--- config.mk ---
export PLATFORM = sky130hd
export DESIGN_NAME = palette_color_mapper
export DESIGN_NICKNAME = d
export VERILOG_FILES = /design/src/rtl/color_pkg.sv /design/src/rtl/color_palette_ram.sv /design/src/rtl/palette_color_mapper.sv
export SDC_FILE = /design/constraint.sdc
export NUM_CORES = 1
export LEC_CHECK = 0
export BUFFER_PORTS_ARGS = -buffer_cell sky130_fd_sc_hd__buf_2
export CAP_MARGIN = 10
export CELL_PAD_IN_SITES_DETAIL_PLACEMENT = 1
export CELL_PAD_IN_SITES_GLOBAL_PLACEMENT = 2
export CORE_MARGIN = 1
export CORE_UTILIZATION = 45
export CTS_BUF_LIST = sky130_fd_sc_hd__clkbuf_16
export CTS_CLUSTER_DIAMETER = 150
export CTS_CLUSTER_SIZE = 14
export DETAILED_ROUTE_END_ITERATION = 6
export MAX_ROUTING_LAYER = met4
export PLACE_DENSITY_LB_ADDON = 0.1
export SETUP_SLACK_MARGIN = 0.15
export SKIP_LAST_GASP = 1
export SLEW_MARGIN = 40
export SYNTH_ARGS = -nofsm -noshare
export SYNTH_HDL_FRONTEND = slang
export SYNTH_SLANG_ARGS = --single-unit
--- constraint.sdc ---
create_clock -name clk -period 5.09 [get_ports clk]
set_clock_uncertainty 0.05 [all_clocks]
set_input_delay 1.018 -clock clk [delete_from_list [all_inputs] [get_ports clk]]
set_output_delay 1.018 -clock clk [all_outputs]
set_load 0.02 [all_outputs]
--- src/rtl/color_pkg.sv ---
// Shared types and helpers for the palette colour mapper.
// Colour modes, the black constant and the palette reset ramp.
package color_pkg;

    typedef enum logic [1:0] {
        MODE_GRAY   = 2'd0,
        MODE_PAL_LO = 2'd1,
        MODE_PAL_HI = 2'd2,
        MODE_RSVD   = 2'd3
    } color_mode_t;

    // Wide enough for any channel width in use; callers slice to 3*CH_W.
    localparam logic [95:0] RGB_BLACK = '0;

    function automatic logic [31:0] ramp_chan(
        input int unsigned idx,
        input int unsigned ch_w,
        input int unsigned depth
    );
        return 32'(idx << (ch_w - $clog2(depth)));
    endfunction

endpackage

--- src/rtl/color_palette_ram.sv ---
// Register-file palette: one write port, one combinational read port.
// Reset loads a grayscale ramp across all entries.
module color_palette_ram
    import color_pkg::*;
#(
    parameter  int CH_W      = 8,
    parameter  int PAL_DEPTH = 16,
    localparam int AW        = $clog2(PAL_DEPTH),
    localparam int RGB_W     = 3 * CH_W
) (
    input  logic             clk,
    input  logic             nrst,
    input  logic             i_we,
    input  logic [AW-1:0]    i_waddr,
    input  logic [RGB_W-1:0] i_wdata,
    input  logic [AW-1:0]    i_raddr,
    output logic [RGB_W-1:0] o_rdata
);

    logic [RGB_W-1:0] r_mem [PAL_DEPTH];

    always_ff @(posedge clk) begin
        if (!nrst) begin
            for (int i = 0; i < PAL_DEPTH; i++) begin
                r_mem[i] <= {3{CH_W'(ramp_chan(i, CH_W, PAL_DEPTH))}};
            end
        end else if (i_we) begin
            r_mem[i_waddr] <= i_wdata;
        end
    end

    assign o_rdata = r_mem[i_raddr];

endmodule

--- src/rtl/palette_color_mapper.sv ---
// Two-stage iteration-count to RGB colouriser with valid/ready on both sides.
// S1 holds pixel, mode and palette index; S2 holds the final colour.
module palette_color_mapper
    import color_pkg::*;
#(
    parameter  int ITER_W    = 8,
    parameter  int CH_W      = 8,
    parameter  int PAL_DEPTH = 16,
    localparam int AW        = $clog2(PAL_DEPTH),
    localparam int RGB_W     = 3 * CH_W
) (
    input  logic              clk,
    input  logic              nrst,
    input  logic [1:0]        mode,
    input  logic              pal_we,
    input  logic [AW-1:0]     pal_waddr,
    input  logic [RGB_W-1:0]  pal_wdata,
    input  logic              in_valid,
    output logic              in_ready,
    input  logic [ITER_W-1:0] iteration,
    input  logic              ismandelbrot,
    output logic              out_valid,
    input  logic              out_ready,
    output logic [RGB_W-1:0]  rgb
);

    logic              r_s1_valid;
    logic              r_s1_black;
    logic [ITER_W-1:0] r_s1_iter;
    color_mode_t       r_s1_mode;
    logic [AW-1:0]     r_s1_idx;
    logic              r_s2_valid;
    logic [RGB_W-1:0]  r_s2_rgb;

    logic              w_adv;
    logic              w_s1_load;
    color_mode_t       w_mode;
    logic [AW-1:0]     w_idx;
    logic [CH_W-1:0]   w_gray;
    logic [RGB_W-1:0]  w_pal;
    logic [RGB_W-1:0]  w_rgb;

    assign w_mode    = color_mode_t'(mode);
    assign w_adv     = ~r_s2_valid | out_ready;
    assign w_s1_load = w_adv | ~r_s1_valid;
    assign in_ready  = nrst & w_s1_load;

    always_comb begin
        w_idx = iteration[AW-1:0];
        if (w_mode == MODE_PAL_HI) begin
            w_idx = iteration[ITER_W-1 -: AW];
        end
    end

    // Left-justify the count into one channel.
    if (ITER_W >= CH_W) begin : g_gray_trunc
        assign w_gray = r_s1_iter[ITER_W-1 -: CH_W];
    end else begin : g_gray_pad
        assign w_gray = {r_s1_iter, {(CH_W - ITER_W){1'b0}}};
    end

    always_comb begin
        case (r_s1_mode)
            MODE_PAL_LO, MODE_PAL_HI: w_rgb = w_pal;
            default:                  w_rgb = {3{w_gray}};
        endcase
        if (r_s1_black) begin
            w_rgb = RGB_BLACK[RGB_W-1:0];
        end
    end

    always_ff @(posedge clk) begin
        if (!nrst) begin
            r_s1_valid <= 1'b0;
            r_s1_black <= 1'b0;
            r_s1_iter  <= '0;
            r_s1_mode  <= MODE_GRAY;
            r_s1_idx   <= '0;
        end else if (w_s1_load) begin
            r_s1_valid <= in_valid;
            r_s1_black <= ismandelbrot;
            r_s1_iter  <= iteration;
            r_s1_mode  <= w_mode;
            r_s1_idx   <= w_idx;
        end
    end

    // Palette is read on the transfer edge, so a same-edge write is not seen.
    always_ff @(posedge clk) begin
        if (!nrst) begin
            r_s2_valid <= 1'b0;
            r_s2_rgb   <= '0;
        end else if (w_adv) begin
            r_s2_valid <= r_s1_valid;
            if (r_s1_valid) begin
                r_s2_rgb <= w_rgb;
            end
        end
    end

    assign out_valid = r_s2_valid;
    assign rgb       = r_s2_rgb;

    color_palette_ram #(
        .CH_W      (CH_W),
        .PAL_DEPTH (PAL_DEPTH)
    ) u_pal (
        .clk     (clk),
        .nrst    (nrst),
        .i_we    (pal_we),
        .i_waddr (pal_waddr),
        .i_wdata (pal_wdata),
        .i_raddr (r_s1_idx),
        .o_rdata (w_pal)
    );

endmodule

==> results of run 1 <==
## where the power goes
group	switching [mW]	internal, mW	total (mW)
logic	0.463	0.246	0.710
registers	0.0810	4.03	4.11
clock network	1.23	1.31	2.54
total	1.78	5.58	7.36
## registers in the layout, summed over array words and instances (netlist names), named ones only
register and flops:
r_s1_iter 8, rgb 24, r_s1_valid 1, r_s1_idx 4
u_pal.r_mem 384, out_valid 1, r_s1_black 1, r_s1_mode 2
## cell type report
cell class              instances  area [um^2]
clock buffers                  37        925.9
well taps                     539        674.4
fillers                      4123        20790
multi-input cells             852         6515
clock inverters                22        86.33
inverters                      11        41.29
repair buffers                119        758.2
flip-flops and latches        429        12440
## logic make-up (layout without fill, tap and decap cells)
logic type / count (synthesis) / after routing / synth area share [%]
flip-flops: 429 / 429 / 64.17
buffers and inverters: 129 / 189 / 3.106
XOR/XNOR: 1 / 1 / 0.04521
AND/OR/NAND/NOR: 564 / 564 / 16.58
multiplexers: 144 / 144 / 10.54
AO/OA/AOI/OAI: 143 / 143 / 5.567
## cell usage in the layout, fill, tap and decap left out, types with 2 or more instances in the layout
| cell type | synthesis | routed |
|---|---|---|
| edfxtp_1 | 384 | 384 |
| and2_1 | 288 | 288 |
| mux2i_1 | 96 | 96 |
| or3_1 | 85 | 84 |
| nand2_1 | 77 | 76 |
| buf_2 | 15 | 69 |
| nor2_1 | 57 | 56 |
| mux4_2 | 48 | 48 |
| buf_4 | 8 | 47 |
| dfxtp_1 | 45 | 42 |
| clkbuf_16 | 0 | 37 |
| a21oi_1 | 36 | 36 |
| inv_1 | 9 | 29 |
| a311oi_1 | 27 | 27 |
| nand3_1 | 20 | 20 |
| a2bb2oi_1 | 19 | 19 |
| a2111oi_0 | 18 | 18 |
| nand2b_1 | 16 | 16 |
| o21ai_2 | 0 | 12 |
| a211oi_1 | 6 | 6 |
| a2111oi_4 | 0 | 5 |
| a221oi_1 | 5 | 5 |
| o21ai_0 | 17 | 5 |
| o22ai_1 | 5 | 5 |
| or2b_1 | 4 | 4 |
| nor2b_1 | 5 | 4 |
| nor3_2 | 0 | 3 |
| nor2_4 | 0 | 3 |
| a2111oi_2 | 5 | 3 |
| buf_12 | 0 | 3 |
| nand4b_2 | 2 | 2 |
| inv_2 | 1 | 2 |
| dfxtp_4 | 0 | 2 |
## per-stage QoR
stage	utilization, %	cell area, um^2	hold WS (ns)	setup WS [ns]
3_5_place_dp	48.31	20400	0.4052	1.365
2_1_floorplan	-	19370	0.3819	1.136
6_report	50.78	21440	0.4134	1.379
5_1_grt	50.78	21440	0.4304	1.306
4_1_cts	50.70	21410	0.4146	1.419
3_3_place_gp	48.12	20320	0.3905	1.375
## worst max-delay path, delay by kind of cell
family,cells,cell delay [ns]
buffers and inverters,3,1.35
and+or+nand+nor,1,0.25
## routing by layer
metal  vias up  routed length (um)
met5         -                   0
met4         0                1254
met3        60                2144
met2       249               26560
met1      6075               24410
li1       5284                   -
## how the worst min path moves through the flow
| stage | cells after the start | to | startpoint | slack [ns] |
|---|---|---|---|---|
| after floorplan | 2 | r_s1_iter[0]$_SDFFE_PN0N_ | r_s1_iter[0]$_SDFFE_PN0N_ | 0.38 |
| after global placement | 2 | r_s1_iter[4]$_SDFFE_PN0N_ | r_s1_iter[4]$_SDFFE_PN0N_ | 0.39 |
| after detailed placement | 2 | r_s1_iter[5]$_SDFFE_PN0N_ | r_s1_iter[5]$_SDFFE_PN0N_ | 0.41 |
| after CTS | 2 | r_s1_iter[6]$_SDFFE_PN0N_ | r_s1_iter[6]$_SDFFE_PN0N_ | 0.41 |
| after global routing | 2 | r_s1_iter[5]$_SDFFE_PN0N_ | r_s1_iter[5]$_SDFFE_PN0N_ | 0.43 |
| final | 2 | r_s1_iter[7]$_SDFFE_PN0N_ | r_s1_iter[7]$_SDFFE_PN0N_ | 0.41 |
==> metrics.txt, run 1 <==
run status=completed; DRC=0; minimum clock period=3.711 ns; capturing point of the worst reg2reg path=rgb[6]$_SDFFE_PN0P_; post-CTS setup buffer count=0; Critical Path Max Stage Delay=0.68 ns; fmax=269.5 MHz; PortBufs=69; Async S/R FF share, synth=0%; crit-path most repeated cell=buf_2; met3 global-route usage=2.723%; Synth Instances=1410; vias per inst=5.808; M1 GR Usage=35.70%; Placed Cells=1949; final antenna-violating net count=0; clk_lat worst skew=0.55 ns; Synth cell types=42; Post-synth top cells=384 x edfxtp_1, 288 x and2_1, 96 x mux2i_1, 85 x or3_1, 84 x clkbuf_1; CTS tree=yes; clock sink count=429; Register-to-Register Path Depth=5; vias in the first global route=12300; Final Hold Vio Count=0; critical path arrival=2.64 ns; io pins=70; register area share after synthesis=64.17%; Starting DRT DRC Count=749; Worst R2R Setup Slack=2.61 ns; Syn Area/Cell=13.74 um^2; grt total ovfl=0; Critical-path top delay cell=clkinv_1; Initial Utilization=45.88%; Max-slew headroom=45.22%; worst path required time=4.02 ns; Synth area leader=edfxtp_1; synth top area cells=edfxtp_1 60%, and2_1 9.3%, mux4_2 5.6%; Worst setup SP type=input pin; Worst Setup SP=nrst; row cnt=75; Main synth FF type=edfxtp_1; area share of the largest cell type after synthesis=59.52%; Peak supply drop=0.1912 mV; GPL Wtd Cong=0.8340; largest net degree at the start of global routing=59; total wire length=54370 um; number of vias in the routed layout=11670; htree depth=2; DR WL/cell=27.06 um; max cap viols=0; Die Wd=209.5 um; TritonRoute pass-1 iters=5; die area=43890 um^2; Hold WC Path Type=register to register; RSZ-0062 raised after global routing=no; critical path, cell by cell=buf_2 > clkinv_1 > nor2_1 > buf_2; grt peak-use layer=met2; Final setup viols=0; GRT met2 Usage=42.47%; setup TNS=0 ns; count leader, synth=edfxtp_1; layout net count=1493; Synthesized Nets=1454; number of gates resized after CTS=0; initial antenna violation count=0; WS Path Type=input pin to primary output; Final Cycle Share=72.91%; GRT Overall Usage=26.37%; Total Power=7.359 mW; area grow syn2layout=10.67%; Slew Limit Fails=0; Post-synth EDFFs=384; Cell Count, Final, Fillers Out=2009; Mapped Area=19370 um^2; DP HPWL=35050 um; YS warnings=0; #FFs+latches synth=429; clock-pin slew on the worst setup and hold paths=0.07 ns; crit path max fanout=21; core area=42230 um^2; Die Ht=209.5 um; Antenna Cells=0; layout cells sized above 1=16.87%; Pwr Density=343.2 nW/um^2; CTS Buffer Depth=3; Crit. End Element=primary output; P_leak=7.314 nW; Critical Path End=in_ready; worst slew pin tran=0.8179 ns; Root Buffer=clkbuf_16; Hold-fix buffers, CTS=0; first-pass GRT wire length=81640 um; CTS Buf Count=36
Note: power is estimated with default switching activity, not from simulation.
==> run 2: changes to the inputs <==
ABC_AREA = 1   (was unset)
CORE_UTILIZATION = 39   (was 45)
clock period = 3.5 ns   (was 5.09 ns; I/O delays follow)
==> run 2 against run 1 <==
Synthesized cell count is 64% higher. Global-route usage grew 0.57 points. Cell area grew 3.9%. Highest routed layer unchanged. Utilization shrank 6.7 points. Clock power rose by 50%. Sequential share of layout area is 2.2 points lower. Critical endpoint unchanged. Critical path type is now register to primary output. Clock-buffer cell count unchanged.
==> metrics.txt, run 2 <==
YS warnings=0 (unchanged); io pins=70 (unchanged); vias in the first global route=15660 (was 12300); Final Hold Vio Count=0 (unchanged); layout net count=2386 (was 1493); CTS Buffer Depth=3 (unchanged); Post-synth top cells=729 x nand2_1, 384 x edfxtp_1, 336 x inv_1, 313 x nor2_1, 293 x nand3_1 (was 384 x edfxtp_1, 288 x and2_1, 96 x mux2i_1, 85 x or3_1, 84 x clkbuf_1); most frequent cells in the layout=729 x nand2_1, 384 x edfxtp_1, 343 x inv_1 (was 384 x edfxtp_1, 288 x and2_1, 96 x mux2i_1); clk_lat worst skew=0.57 ns (was 0.55 ns); crit path max fanout=17 (was 21); Synth area leader=edfxtp_1 (unchanged); Main synth FF type=edfxtp_1 (unchanged); post-synthesis simple-gate area fraction=27.28% (was 16.58%); critical path arrival=2.07 ns (was 2.64 ns); total wire length=67770 um (was 54370 um); Synth Area in Adders=0% (unchanged); htree depth=2 (unchanged); number of vias in the routed layout=15490 (was 11670); final antenna-violating net count=0 (unchanged); Die Ht=229.2 um (was 209.5 um); Reg with most FFs=u_pal.r_mem (unchanged); Slew Limit Fails=0 (unchanged); CTS tree=yes (unchanged); register area share after synthesis=61.77% (was 64.17%); clock-pin slew on the worst setup and hold paths=0.07 ns (about the same); initial antenna violation count=2 (was 0); area fraction in compound gates after synthesis=1.256% (was 5.567%); number of gates resized after CTS=0 (unchanged); Layout fillers=5927 (was 4123); area share of the largest cell type after synthesis=57.29% (was 59.52%); Final Cycle Share=80.43%; count leader, synth=nand2_1 (was edfxtp_1); leading cell type in the layout, fill and taps excluded=nand2_1 (was edfxtp_1); first-pass GRT wire length=100600 um (was 81640 um); Synth Instances=2318 (was 1410); Mapped Area=20130 um^2 (was 19370 um^2); Antenna Cells=0 (unchanged); WS Path Type=register to primary output (was input pin to primary output); GRT Overall Usage=26.94% (was 26.37%); run status=completed (unchanged); DRC=0 (unchanged); DR WL/cell=22.37 um (was 27.06 um); GPL Wtd Cong=0.8717 (was 0.8340); Peak supply drop=0.3217 mV (was 0.1912 mV); Final WS setup=0.6848 ns (was 1.379 ns); Async S/R FF share, synth=0% (unchanged); Synthesized Nets=2362 (was 1454); area grow syn2layout=10.71% (was 10.67%); PortBufs=69 (unchanged); Hold-fix buffers, CTS=0 (unchanged); synth top area cells=edfxtp_1 57%, nand2_1 14%, nand3_1 7.3% (was edfxtp_1 60%, and2_1 9.3%, mux4_2 5.6%); Syn Area/Cell=8.683 um^2 (was 13.74 um^2); #FFs+latches synth=429 (unchanged); DP HPWL=45020 um (was 35050 um); Die Wd=229.2 um (was 209.5 um); Max-slew headroom=41.93% (was 45.22%); Pwr Density=499.2 nW/um^2 (was 343.2 nW/um^2); largest net degree at the start of global routing=99 (was 59); minimum clock period=2.815 ns; largest family of logic cells by synthesized area=simple AND/OR/NAND/NOR gates (unchanged); Crit. End Element=primary output (unchanged); Root Buffer=clkbuf_16 (unchanged); worst slew pin tran=0.8700 ns (was 0.8179 ns); Final setup viols=0 (unchanged); Worst setup SP type=register (was input pin); max cap viols=0 (unchanged); P_leak=9.942 nW (was 7.314 nW); setup TNS=0 ns (unchanged); pre-CTS WS=0.7411 ns (was 1.365 ns); Starting DRT DRC Count=1385 (was 749); core area=50580 um^2 (was 42230 um^2); grt total ovfl=0 (unchanged); multiplexer area fraction after synthesis=0% (was 10.54%); max reg flops=384 (unchanged); post-CTS setup buffer count=0 (unchanged); RSZ-0062 raised after global routing=no (unchanged); layout cells sized above 1=8.570% (was 16.87%); row cnt=82 (was 75); Hold WC Path Type=input pin to register (was register to register); worst path required time=2.75 ns (was 4.02 ns); xor/xnor cell area share of the yosys netlist=0.04352% (was 0.04521%); vias per inst=5.114 (was 5.808); die area=52520 um^2 (was 43890 um^2); Synth cell types=19 (was 42); fmax=355.2 MHz; clock sink count=429 (unchanged); TritonRoute pass-1 iters=5 (unchanged); CTS Buf Count=36 (unchanged); Post-synth EDFFs=384 (unchanged); post-layout util=44.05% (was 50.78%); Initial Utilization=39.79% (was 45.88%)
[run 2: kinds of logic (layout without fill, tap and decap cells)]
| kind of cell | after synthesis | after routing |
|---|---|---|
| AND/OR/NAND/NOR | 1348 | 1348 |
| buffers and inverters | 490 | 529 |
| flip-flops | 429 | 429 |
| AO/OA/AOI/OAI | 50 | 50 |
| XOR/XNOR | 1 | 1 |
[run 2: final timing paths]
kind | startpoint | to | slack [ns] | cells after the start
setup reg to reg | register | rgb[3]$_SDFFE_PN0P_ | 0.89 | 12
hold / removal | in_valid | r_s1_valid$_SDFFE_PN0N_ | 0.31 | 2
setup / recovery | out_valid$_SDFFE_PN0P_ | in_ready | 0.68 | 9
hold reg to reg | rgb[22]$_SDFFE_PN0P_ | rgb[22]$_SDFFE_PN0P_ | 0.41 | 2
[run 2: through the flow]
step,area [um^2],cells,hold slack (ns),power (mW)
after CTS,22280,3029,0.2903,11.20
after global routing,22280,3029,0.3141,11.51
after floorplan,20130,2318,0.4000,6.850
final,22280,3029,0.3089,11.12
after global placement,21280,2976,0.4028,7.417
after detailed placement,21280,2976,0.4034,7.440
[run 2: cell type report]
class                           instances  area [um^2]  share of cell area [%]
Inverter                              352         1328                   5.958
Multi-Input combinational cell       1399         5752                   25.81
Tap cell                              672        840.8                   3.774
Timing Repair Buffer                  124        920.9                   4.133
Clock buffer                           37        925.9                   4.155
Sequential cell                       429        12440                   55.83
Clock inverter                         16        73.82                  0.3313
[run 2: worst max-delay path, stage by stage, from the launching register on]
cell     delay (ns)
dfxtp_1        0.31
inv_1          0.05
nor2_1         0.03
inv_1          0.08
nor2_1         0.05
buf_4          0.17
inv_1          0.37
nand2_1        0.21
inv_1          0.08
buf_2          0.16
[run 2: power by group]
part	total, mW	leakage [nW]	switching (mW)	internal [mW]
Combinational	1.37	5.33	1.02	0.347
Clock	3.80	0.534	1.90	1.90
Sequential	5.95	4.08	0.101	5.85
[run 2: per-layer routing]
metal  vias up  wire length (um)  global-route usage (%)
met3       109              3569                   2.976
li1       7278                 -                       -
met1      7679             29290                   34.76
met5         -                 0                       -
met4         0              2330                   9.313
met2       425             32580                   44.03
